## src/rtl/bounce_gen.sv

```systemverilog
// Bouncing-point generator: a signed 2-D position advances by its velocity on
// each step strobe and reflects off configurable walls. A RUN/HOLD FSM gates
// stepping; position/velocity loads are accepted only while holding.
module bounce_gen #(
  parameter int W    = 8,
  parameter int XMIN = -38,
  parameter int XMAX = 38,
  parameter int YMIN = -38,
  parameter int YMAX = 38,
  parameter int X0   = -10,
  parameter int Y0   = 0,
  parameter int VX0  = 1,
  parameter int VY0  = 2
) (
  input  logic         clk,
  input  logic         rst,
  input  logic         step,
  input  logic         pause,
  input  logic         resume,
  input  logic         load_valid,
  output logic         load_ready,
  input  logic [W-1:0] load_x,
  input  logic [W-1:0] load_y,
  input  logic [W-1:0] load_vx,
  input  logic [W-1:0] load_vy,
  output logic [W-1:0] x,
  output logic [W-1:0] y,
  output logic [W-1:0] vx,
  output logic [W-1:0] vy,
  output logic         out_valid,
  output logic         bounce_x,
  output logic         bounce_y,
  output logic         running
);

  typedef enum logic {
    RUN  = 1'b0,
    HOLD = 1'b1
  } state_t;

  // Most negative velocity has no positive counterpart; its negation saturates.
  localparam logic [W-1:0] V_MOST_NEG = {1'b1, {(W-1){1'b0}}};
  localparam logic [W-1:0] V_MOST_POS = {1'b0, {(W-1){1'b1}}};

  localparam logic [1:0][W-1:0] POS_RST = {Y0[W-1:0], X0[W-1:0]};
  localparam logic [1:0][W-1:0] VEL_RST = {VY0[W-1:0], VX0[W-1:0]};

  state_t state_reg, state_next;
  logic   step_acc, load_acc;

  // Index 0 is the x axis, index 1 the y axis.
  logic [1:0][W-1:0] pos_reg, pos_next;
  logic [1:0][W-1:0] vel_reg, vel_next;
  logic [1:0][W-1:0] load_pos, load_vel;
  logic [1:0]        bounce_reg, bounce_next;
  logic              valid_reg, valid_next;

  assign load_pos = {load_y, load_x};
  assign load_vel = {load_vy, load_vx};

  // FSM state register; reset returns to RUN.
  always_ff @(posedge clk) begin
    if (rst) begin
      state_reg <= RUN;
    end else begin
      state_reg <= state_next;
    end
  end

  // Next-state logic and acceptance of step/load; pause beats resume and step.
  always_comb begin
    state_next = state_reg;
    step_acc   = 1'b0;
    load_acc   = 1'b0;
    case (state_reg)
      RUN: begin
        step_acc = step & ~pause;
        if (pause) begin
          state_next = HOLD;
        end
      end
      HOLD: begin
        load_acc = load_valid;
        if (resume & ~pause) begin
          state_next = RUN;
        end
      end
      default: state_next = RUN;
    endcase
    valid_next = step_acc | load_acc;
  end

  genvar gi;
  generate
    for (gi = 0; gi < 2; gi++) begin : g_axis
      localparam int AMIN  = (gi == 0) ? XMIN : YMIN;
      localparam int AMAX  = (gi == 0) ? XMAX : YMAX;
      localparam int AMIN2 = 2 * AMIN;
      localparam int AMAX2 = 2 * AMAX;
      localparam logic signed [W+1:0] MIN_E  = AMIN[W+1:0];
      localparam logic signed [W+1:0] MAX_E  = AMAX[W+1:0];
      localparam logic signed [W+1:0] MIN2_E = AMIN2[W+1:0];
      localparam logic signed [W+1:0] MAX2_E = AMAX2[W+1:0];

      logic signed [W+1:0] p_e, v_e, n_e, l_e, step_p, load_p;
      logic [W-1:0]        v_neg, step_v;
      logic                step_b;
      logic [W-1:0]        ax_pos_next, ax_vel_next;
      logic                ax_bounce_next;

      // Reflection arithmetic in W+2 bits so p+v and 2*wall-n never overflow.
      always_comb begin
        p_e    = signed'({{2{pos_reg[gi][W-1]}}, pos_reg[gi]});
        v_e    = signed'({{2{vel_reg[gi][W-1]}}, vel_reg[gi]});
        l_e    = signed'({{2{load_pos[gi][W-1]}}, load_pos[gi]});
        n_e    = p_e + v_e;
        v_neg  = (vel_reg[gi] == V_MOST_NEG) ? V_MOST_POS : -vel_reg[gi];
        step_p = n_e;
        step_v = vel_reg[gi];
        step_b = 1'b0;
        if (n_e > MAX_E) begin
          // Mirror about the upper wall; a huge velocity can overshoot the
          // lower wall after mirroring, in which case pin to that wall.
          step_p = MAX2_E - n_e;
          if (step_p < MIN_E) begin
            step_p = MIN_E;
          end
          step_v = v_neg;
          step_b = 1'b1;
        end else if (n_e < MIN_E) begin
          step_p = MIN2_E - n_e;
          if (step_p > MAX_E) begin
            step_p = MAX_E;
          end
          step_v = v_neg;
          step_b = 1'b1;
        end

        if (l_e > MAX_E) begin
          load_p = MAX_E;
        end else if (l_e < MIN_E) begin
          load_p = MIN_E;
        end else begin
          load_p = l_e;
        end

        ax_pos_next    = pos_reg[gi];
        ax_vel_next    = vel_reg[gi];
        ax_bounce_next = 1'b0;
        if (load_acc) begin
          ax_pos_next = load_p[W-1:0];
          ax_vel_next = load_vel[gi];
        end else if (step_acc) begin
          ax_pos_next    = step_p[W-1:0];
          ax_vel_next    = step_v;
          ax_bounce_next = step_b;
        end
      end

      // Both results are confined to [MIN,MAX], so the top guard bits are redundant.
      logic unused_guard_bits;
      assign unused_guard_bits = ^{step_p[W+1:W], load_p[W+1:W]};

      assign pos_next[gi]    = ax_pos_next;
      assign vel_next[gi]    = ax_vel_next;
      assign bounce_next[gi] = ax_bounce_next;
    end
  endgenerate

  // Datapath and event-flag registers.
  always_ff @(posedge clk) begin
    if (rst) begin
      pos_reg    <= POS_RST;
      vel_reg    <= VEL_RST;
      bounce_reg <= 2'b00;
      valid_reg  <= 1'b0;
    end else begin
      pos_reg    <= pos_next;
      vel_reg    <= vel_next;
      bounce_reg <= bounce_next;
      valid_reg  <= valid_next;
    end
  end

  assign x          = pos_reg[0];
  assign y          = pos_reg[1];
  assign vx         = vel_reg[0];
  assign vy         = vel_reg[1];
  assign bounce_x   = bounce_reg[0];
  assign bounce_y   = bounce_reg[1];
  assign out_valid  = valid_reg;
  assign running    = (state_reg == RUN);
  assign load_ready = (state_reg == HOLD);

endmodule

```

## config.mk

```make
export PLATFORM = sky130hd
export DESIGN_NAME = bounce_gen
export DESIGN_NICKNAME = d
export VERILOG_FILES = /design/src/rtl/bounce_gen.sv
export SDC_FILE = /design/constraint.sdc
export NUM_CORES = 1
export LEC_CHECK = 0
export ABC_AREA = 1
export CORE_UTILIZATION = 40
export CTS_BUF_LIST = sky130_fd_sc_hd__clkbuf_4 sky130_fd_sc_hd__clkbuf_8
export DETAILED_ROUTE_END_ITERATION = 10
export GPL_TIMING_DRIVEN = 0
export PLACE_DENSITY_LB_ADDON = 0.2
export SKIP_CTS_REPAIR_TIMING = 1
export SYNTH_ARGS = -nofsm -noshare
export SYNTH_HDL_FRONTEND = slang
export SYNTH_SLANG_ARGS = --single-unit
```

## constraint.sdc

```tcl
create_clock -name clk -period 5.6 [get_ports clk]
set_clock_uncertainty 0.05 [all_clocks]
set_input_delay 1.4 -clock clk [delete_from_list [all_inputs] [get_ports clk]]
set_output_delay 1.4 -clock clk [all_outputs]
set_load 0.01 [all_outputs]
```

==> results of run 1 <==
per-stage QoR:
stage / util, % / instances / worst slack [ps] / total power [mW]
final: 51.9 / 885 / 2320 / 2.85
after global routing: 51.9 / 885 / 2170 / 3.15
after CTS: 51.9 / 885 / 2330 / 2.84
after detailed placement: 50.6 / 877 / 2030 / 2.57
after global placement: 50.6 / 877 / 2010 / 2.55
after floorplan: - / 670 / 2930 / 2.00
layout make-up:
class	count	area, um^2
clock inverters	1	30.0
multi-input cells	539	2970
repair buffers	74	741
well taps	133	166
flip-flops and latches	36	721
inverters	85	319
clock buffers	7	96.3
fillers	1055	4720
plain buffers	10	53.8
worst reg2reg max path, cell delays in order (launching register included):
cell and delay, ps:
dfxtp_1 380, ha_1 240, fa_1 550, inv_1 100
ha_1 210, nor2_1 210, inv_1 80, nand2_1 70
nand2_1 70, nor2_1 120, nand2_1 50, nand2_1 80
nand2_1 70, o21ai_2 260, a21oi_1 110, o21bai_1 220
nand3_1 100
worst min-delay path by stage:
stage	from	end	depth (start not counted)
floorplan	vy[0]$_SDFFE_PP0P_	vy[0]$_SDFFE_PP0P_	2
global placement	vx[7]$_SDFFE_PP0P_	vx[7]$_SDFFE_PP0P_	2
detailed placement	vx[7]$_SDFFE_PP0P_	vx[7]$_SDFFE_PP0P_	2
CTS	vx[7]$_SDFFE_PP0P_	vx[7]$_SDFFE_PP0P_	2
global route	x[0]$_SDFFE_PP0N_	x[0]$_SDFFE_PP0N_	2
finish	vx[7]$_SDFFE_PP0P_	vx[7]$_SDFFE_PP0P_	2
power groups by stage:
stage / clock [mW] / sequential (mW) / combinational (mW)
floorplan: 0 / 0.387 / 1.62
global placement: 0 / 0.385 / 2.16
detailed placement: 0 / 0.385 / 2.19
CTS: 0.258 / 0.380 / 2.20
global route: 0.271 / 0.388 / 2.49
finish: 0.255 / 0.380 / 2.21
routing by layer:
layer	up-vias	wire [um]	part of all wire [%]	GRT usage, %
met5	-	0	0	0
met4	0	113	0.91	5.53
met3	11	650	5.2	2.51
met2	142	5510	44	38.5
met1	2072	6130	49	34.9
li1	2379	-	-	-
kinds of logic (layout without fill, tap and decap cells):
| group | count (synthesis) | count (layout) | share of synthesized area, % |
|---|---|---|---|
| and+or+nand+nor | 381 | 381 | 41.5 |
| AOI/OAI and AO/OA | 114 | 114 | 18.5 |
| buffers and inverters | 95 | 177 | 9.18 |
| DFF | 36 | 36 | 17.7 |
| adders and majority gates | 26 | 26 | 8.38 |
| xor gates and xnor gates | 18 | 18 | 4.62 |
synthesized netlist by cell type, drive strengths merged (3+ instances only):
cell / count / share of area [%]
a21oi: 42 / 5.5
a211oi: 10 / 3.0
dfxtp: 36 / 18
inv: 84 / 7.8
xnor2: 5 / 1.1
nand2: 224 / 23
a31oi: 3 / 0.46
o21ai: 30 / 4.0
ha: 24 / 7.4
nand3b: 7 / 1.3
nand3: 62 / 8.3
o22ai: 10 / 1.5
nand4: 7 / 1.1
buf: 4 / 0.77
xor2: 13 / 3.5
nor2: 61 / 5.6
nor3: 13 / 1.6
o211ai: 7 / 1.5
o21bai: 3 / 0.55
clkbuf: 6 / 0.55
==> run_results.csv, run 1 <==
group,metric,value,unit
drt,drtAntennaViolNets,0,
sta,fin_crit_sh,58.5,%
worst_setup_path,cp_num_cells,6,
worst_setup_path,worstPathRequired,5760,ps
finish,final_cell_area,5100,um^2
sta,whs,488,ps
power,clkPwrFrac,9.0,%
run,cap_violations,0,
worst_setup_path,path_class,"in -> reg",
sta,max_freq,305,MHz
floorplan,io_pins,75,
logic_synthesis,async_flop_share,0,%
power,peakVddDrop,264,uV
finish,drive_gt1_share,8.51,%
drt,dr.first_iter.drc_count,202,
power,leakage,2.48,nW
grt,grt_pass1_wl,19.9,mm
place,port_buffers,74,
finish,area_growth,25.4,%
sta,worst_pin_slew,643,ps
sta,drv_slew,0,
worst_setup_path,cpMaxStageDelayCell,"buf_1",
worst_setup_path,crit_start,"load_valid",
finish,layout_common_cells,"206 x nand2_1, 77 x inv_1, 74 x clkdlybuf4s50_1",
logic_synthesis,yosysWarnings,0,
power,power_frac_seq,13.3,%
worst_setup_path,r2r-end,"x[2]$_SDFFE_PP1N_",
floorplan,initial_utilization,41.4,%
clocking,cts_buffer_depth,2,
sta,grt_setup_unrepaired,"no",
floorplan,core,9820,um^2
worst_setup_path,timing.rr.start,"vx[0]$_SDFFE_PP1P_",
status,status,"complete, no violations",
worst_setup_path,crit_fanout,10,
drt,vias,4604,
worst_setup_path,crit_family,"buffers and inverters",
worst_setup_path,critPathCaptureType,"register",
logic_synthesis,synth_edf_count,0,
drt,drc,0,
logic_synthesis,synth_seq_cells,36,
clocking,root_buffer,"clkbuf_8",
logic_synthesis,synthFlopType,"dfxtp_1",
sta,tns,0,ps
power,switchingPower,1.61,mW
worst_setup_path,worstPathCellList,"clkdlybuf4s50_1, nand2_1, clkbuf_1, buf_1, o21ai_0, a311oi_2",
worst_setup_path,startpoint_type,"input port",
logic_synthesis,synthCells,670,
place,placed_area,4970,um^2
floorplan,design.die.area,10600,um^2
floorplan,rows,36,
clocking,tritoncts,"built",
sta,relSlewSlack,57.1,%
logic_synthesis,ys_seq_area_share,17.7,%
sta,min_period,3280,ps
logic_synthesis,yosysUniqueCellTypes,45,
worst_hold_path,holdCritPathClass,"reg -> reg",
clocking,cts_htree_levels,2,
floorplan,die_h,103,um
drt,viasPerCell,5.20,
sta,hold_viol,0,
logic_synthesis,synth_fp_nets,734,
grt,antenna_found_initial,0,
power,power_density,559,nW/um^2
place,gp_congestion,0.913,
worst_setup_path,cp_num_buf_inv,3,
finish,diodes,0,
worst_setup_path,cp-endpoint,"vy[4]$_SDFFE_PP0P_",
power,internal_power,1.24,mW
grt,track_usage,24.2,%
clocking,clk_pin_slew,80,ps
logic_synthesis,syn-mean-instance-area,6.06,um^2
finish,layout_commonest_cell,"nand2_1",
worst_setup_path,critical_path.max_stage_delay,520,ps
sta,finalSetupViolCount,0,
finish,nets,815,
clocking,cts_made_buffers,5,
clocking,cts.sinks,36,
clocking,insertion_delay,290,ps
place,place_hpwl,10.1,mm
worst_setup_path,crit_arrival,3440,ps
power,swShare,56.6,%
power,combinationalPowerShare,77.7,%
drt,wl_per_cell,14.0,um
floorplan,die_w,103,um
worst_setup_path,reg2reg_depth,16,
grt,grt_pass1_vias,4145,
worst_setup_path,reg2reg_setup_slack,2500,ps
drt,first_pass_iters,5,
logic_synthesis,synth_area,4060,um^2
drt,wirelength,12.4,mm
grt,grt-ovfl-total,0,
grt,grt_max_degree,12,
(Power assumes the default switching activity.)
==> run 2, diff against run 1 <==
Clock period 5.6 ns to 3.4 ns, I/O delays scaled along.
==> run 2 against run 1 <==
  * Clock power is 65% higher
  * Sequential power increased by 65%
  * Register-to-register slack got worse by 2200 ps
  * Global-route usage did not move
  * Cell count is the same
  * Count of clock-buffer cells in the layout is the same
  * Final area rose by 0.15%
  * First-iteration DRC count increased by 4.5%
  * Sequential cell count stayed put
  * Highest routed layer unchanged
==> run_results.csv, run 2 (synthesized netlist as in run 1, its figures left out) <==
group,metric,value,unit
place,gp_congestion,0.913,
clocking,insertion_delay,290,ps
worst_setup_path,cp_num_buf_inv,2,
drt,vias,4604,
worst_setup_path,cpMaxStageDelayCell,"fa_1",
grt,grt_pass1_wl,19.9,mm
power,clkPwrFrac,8.9,%
clocking,clk_pin_slew,70,ps
power,power_frac_seq,13.3,%
worst_setup_path,r2r-end,"x[4]$_SDFFE_PP1N_",
status,status,"complete, no violations",
finish,layout_common_cells,"206 x nand2_1, 77 x inv_1, 74 x clkdlybuf4s50_1",
finish,drive_gt1_share,8.51,%
sta,max_freq,324,MHz
worst_setup_path,crit_start,"vx[0]$_SDFFE_PP1P_",
worst_setup_path,reg2reg_setup_slack,320,ps
sta,drv_slew,0,
clocking,cts_buffer_depth,2,
grt,grt_max_degree,12,
place,port_buffers,74,
floorplan,initial_utilization,41.4,%
drt,drtAntennaViolNets,0,
power,peakVddDrop,434,uV
worst_setup_path,crit_arrival,3270,ps
drt,first_pass_iters,4,
power,switchingPower,2.66,mW
worst_setup_path,path_class,"reg -> reg",
clocking,tritoncts,"built",
sta,tns,0,ps
floorplan,die_w,103,um
worst_setup_path,crit_top_cell,"nand2_1",
power,design_power_total,4.71,mW
grt,grt-ovfl-total,0,
sta,relSlewSlack,55.7,%
drt,wirelength,12.4,mm
worst_hold_path,min_from,"vx[7]$_SDFFE_PP0P_",
finish,nets,815,
floorplan,die_h,103,um
sta,whs,488,ps
drt,dr.first_iter.drc_count,211,
grt,track_usage,24.2,%
drt,viasPerCell,5.20,
place,place_hpwl,10.1,mm
finish,area_growth,25.6,%
finish,post-route-util,52.0,%
worst_hold_path,whs_endpoint,"vx[7]$_SDFFE_PP0P_",
worst_setup_path,worstPathRequired,3590,ps
floorplan,design.die.area,10600,um^2
finish,diodes,0,
clocking,cts_htree_levels,2,
finish,layout_commonest_cell,"nand2_1",
grt,grt_pass1_vias,4145,
power,power_density,922,nW/um^2
power,leakage,2.48,nW
clocking,cts.sinks,36,
worst_setup_path,critical_path.max_stage_delay,560,ps
grt,antenna_found_initial,0,
worst_setup_path,crit_family,"simple AND/OR/NAND/NOR gates",
sta,fin_crit_sh,90.7,%
worst_setup_path,cp_num_cells,19,
power,combinationalPowerShare,77.8,%
worst_setup_path,crit_fanout,6,
worst_setup_path,timing.rr.start,"vx[0]$_SDFFE_PP1P_",
worst_hold_path,hold_depth,2,
sta,min_period,3080,ps
power,swShare,56.6,%
sta,hold_viol,0,
place,dp.cells,877,
worst_setup_path,reg2reg_depth,19,
drt,wl_per_cell,14.0,um
sta,finalSetupViolCount,0,
floorplan,core,9820,um^2
finish,layout.cells.non_filler,885,
floorplan,io_pins,75,
run,cap_violations,0,
worst_hold_path,holdCritPathClass,"reg -> reg",
clocking,root_buffer,"clkbuf_8",
floorplan,rows,36,
drt,drc,0,
worst_setup_path,critPathCaptureType,"register",
power,internal_power,2.04,mW
sta,grt_setup_unrepaired,"no",
clocking,cts_made_buffers,5,
worst_setup_path,startpoint_type,"register",
worst_setup_path,worstPathCellList,"ha_1, fa_1, inv_1, ha_1, nor2_1, inv_1, nand2_1, nand2_1, nor2_1, nand2_1, nand2_1, nand2_1, o21ai_2, nand2_1, nand2_1, nand2_1, nand2_1, nand2_1, nand2_1",
sta,worst_pin_slew,664,ps
==> run 2: cell type report <==
cell class              count  area [um^2]
fillers                  1055         4720
multi-input cells         539         2980
repair buffers             74          741
flip-flops and latches     36          721
inverters                  85          319
well taps                 133          166
clock buffers               7         96.3
plain buffers              10         53.8
clock inverters             1         30.0
==> run 2: routing by layer <==
metal	up-vias	wire length [um]	GRT usage, %
li1	2375	-	-
met1	2072	6150	34.9
met2	146	5520	38.5
met3	11	619	2.51
met4	0	113	5.53
met5	-	0	0
==> run 2: through the flow <==
step,area (um^2),setup WS (ps)
CTS,5100,322
global placement,4970,362
floorplan,4060,781
global route,5100,27.6
detailed placement,4970,355
finish,5100,316
==> run 2: tightest hold or removal path, delay by kind of cell (launching register included) <==
family             cells  cell delay, ps
DFF                    1             340
and+or+nand+nor        1              80
AOI/OAI and AO/OA      1              70
==> run 2: how the worst max path moves through the flow <==
stage | to | slack, ps
floorplan | x[2]$_SDFFE_PP1N_ | 780
CTS | x[4]$_SDFFE_PP1N_ | 320
detailed placement | x[4]$_SDFFE_PP1N_ | 360
global route | x[4]$_SDFFE_PP1N_ | 30
finish | x[4]$_SDFFE_PP1N_ | 320
global placement | vy[4]$_SDFFE_PP0P_ | 360
==> run 2: power groups by stage <==
stage,logic [mW],clock network (mW),registers [mW]
global placement,3.56,0,0.633
CTS,3.62,0.426,0.625
finish,3.66,0.420,0.626
floorplan,2.66,0,0.638
detailed placement,3.60,0,0.635
global route,4.12,0.446,0.639
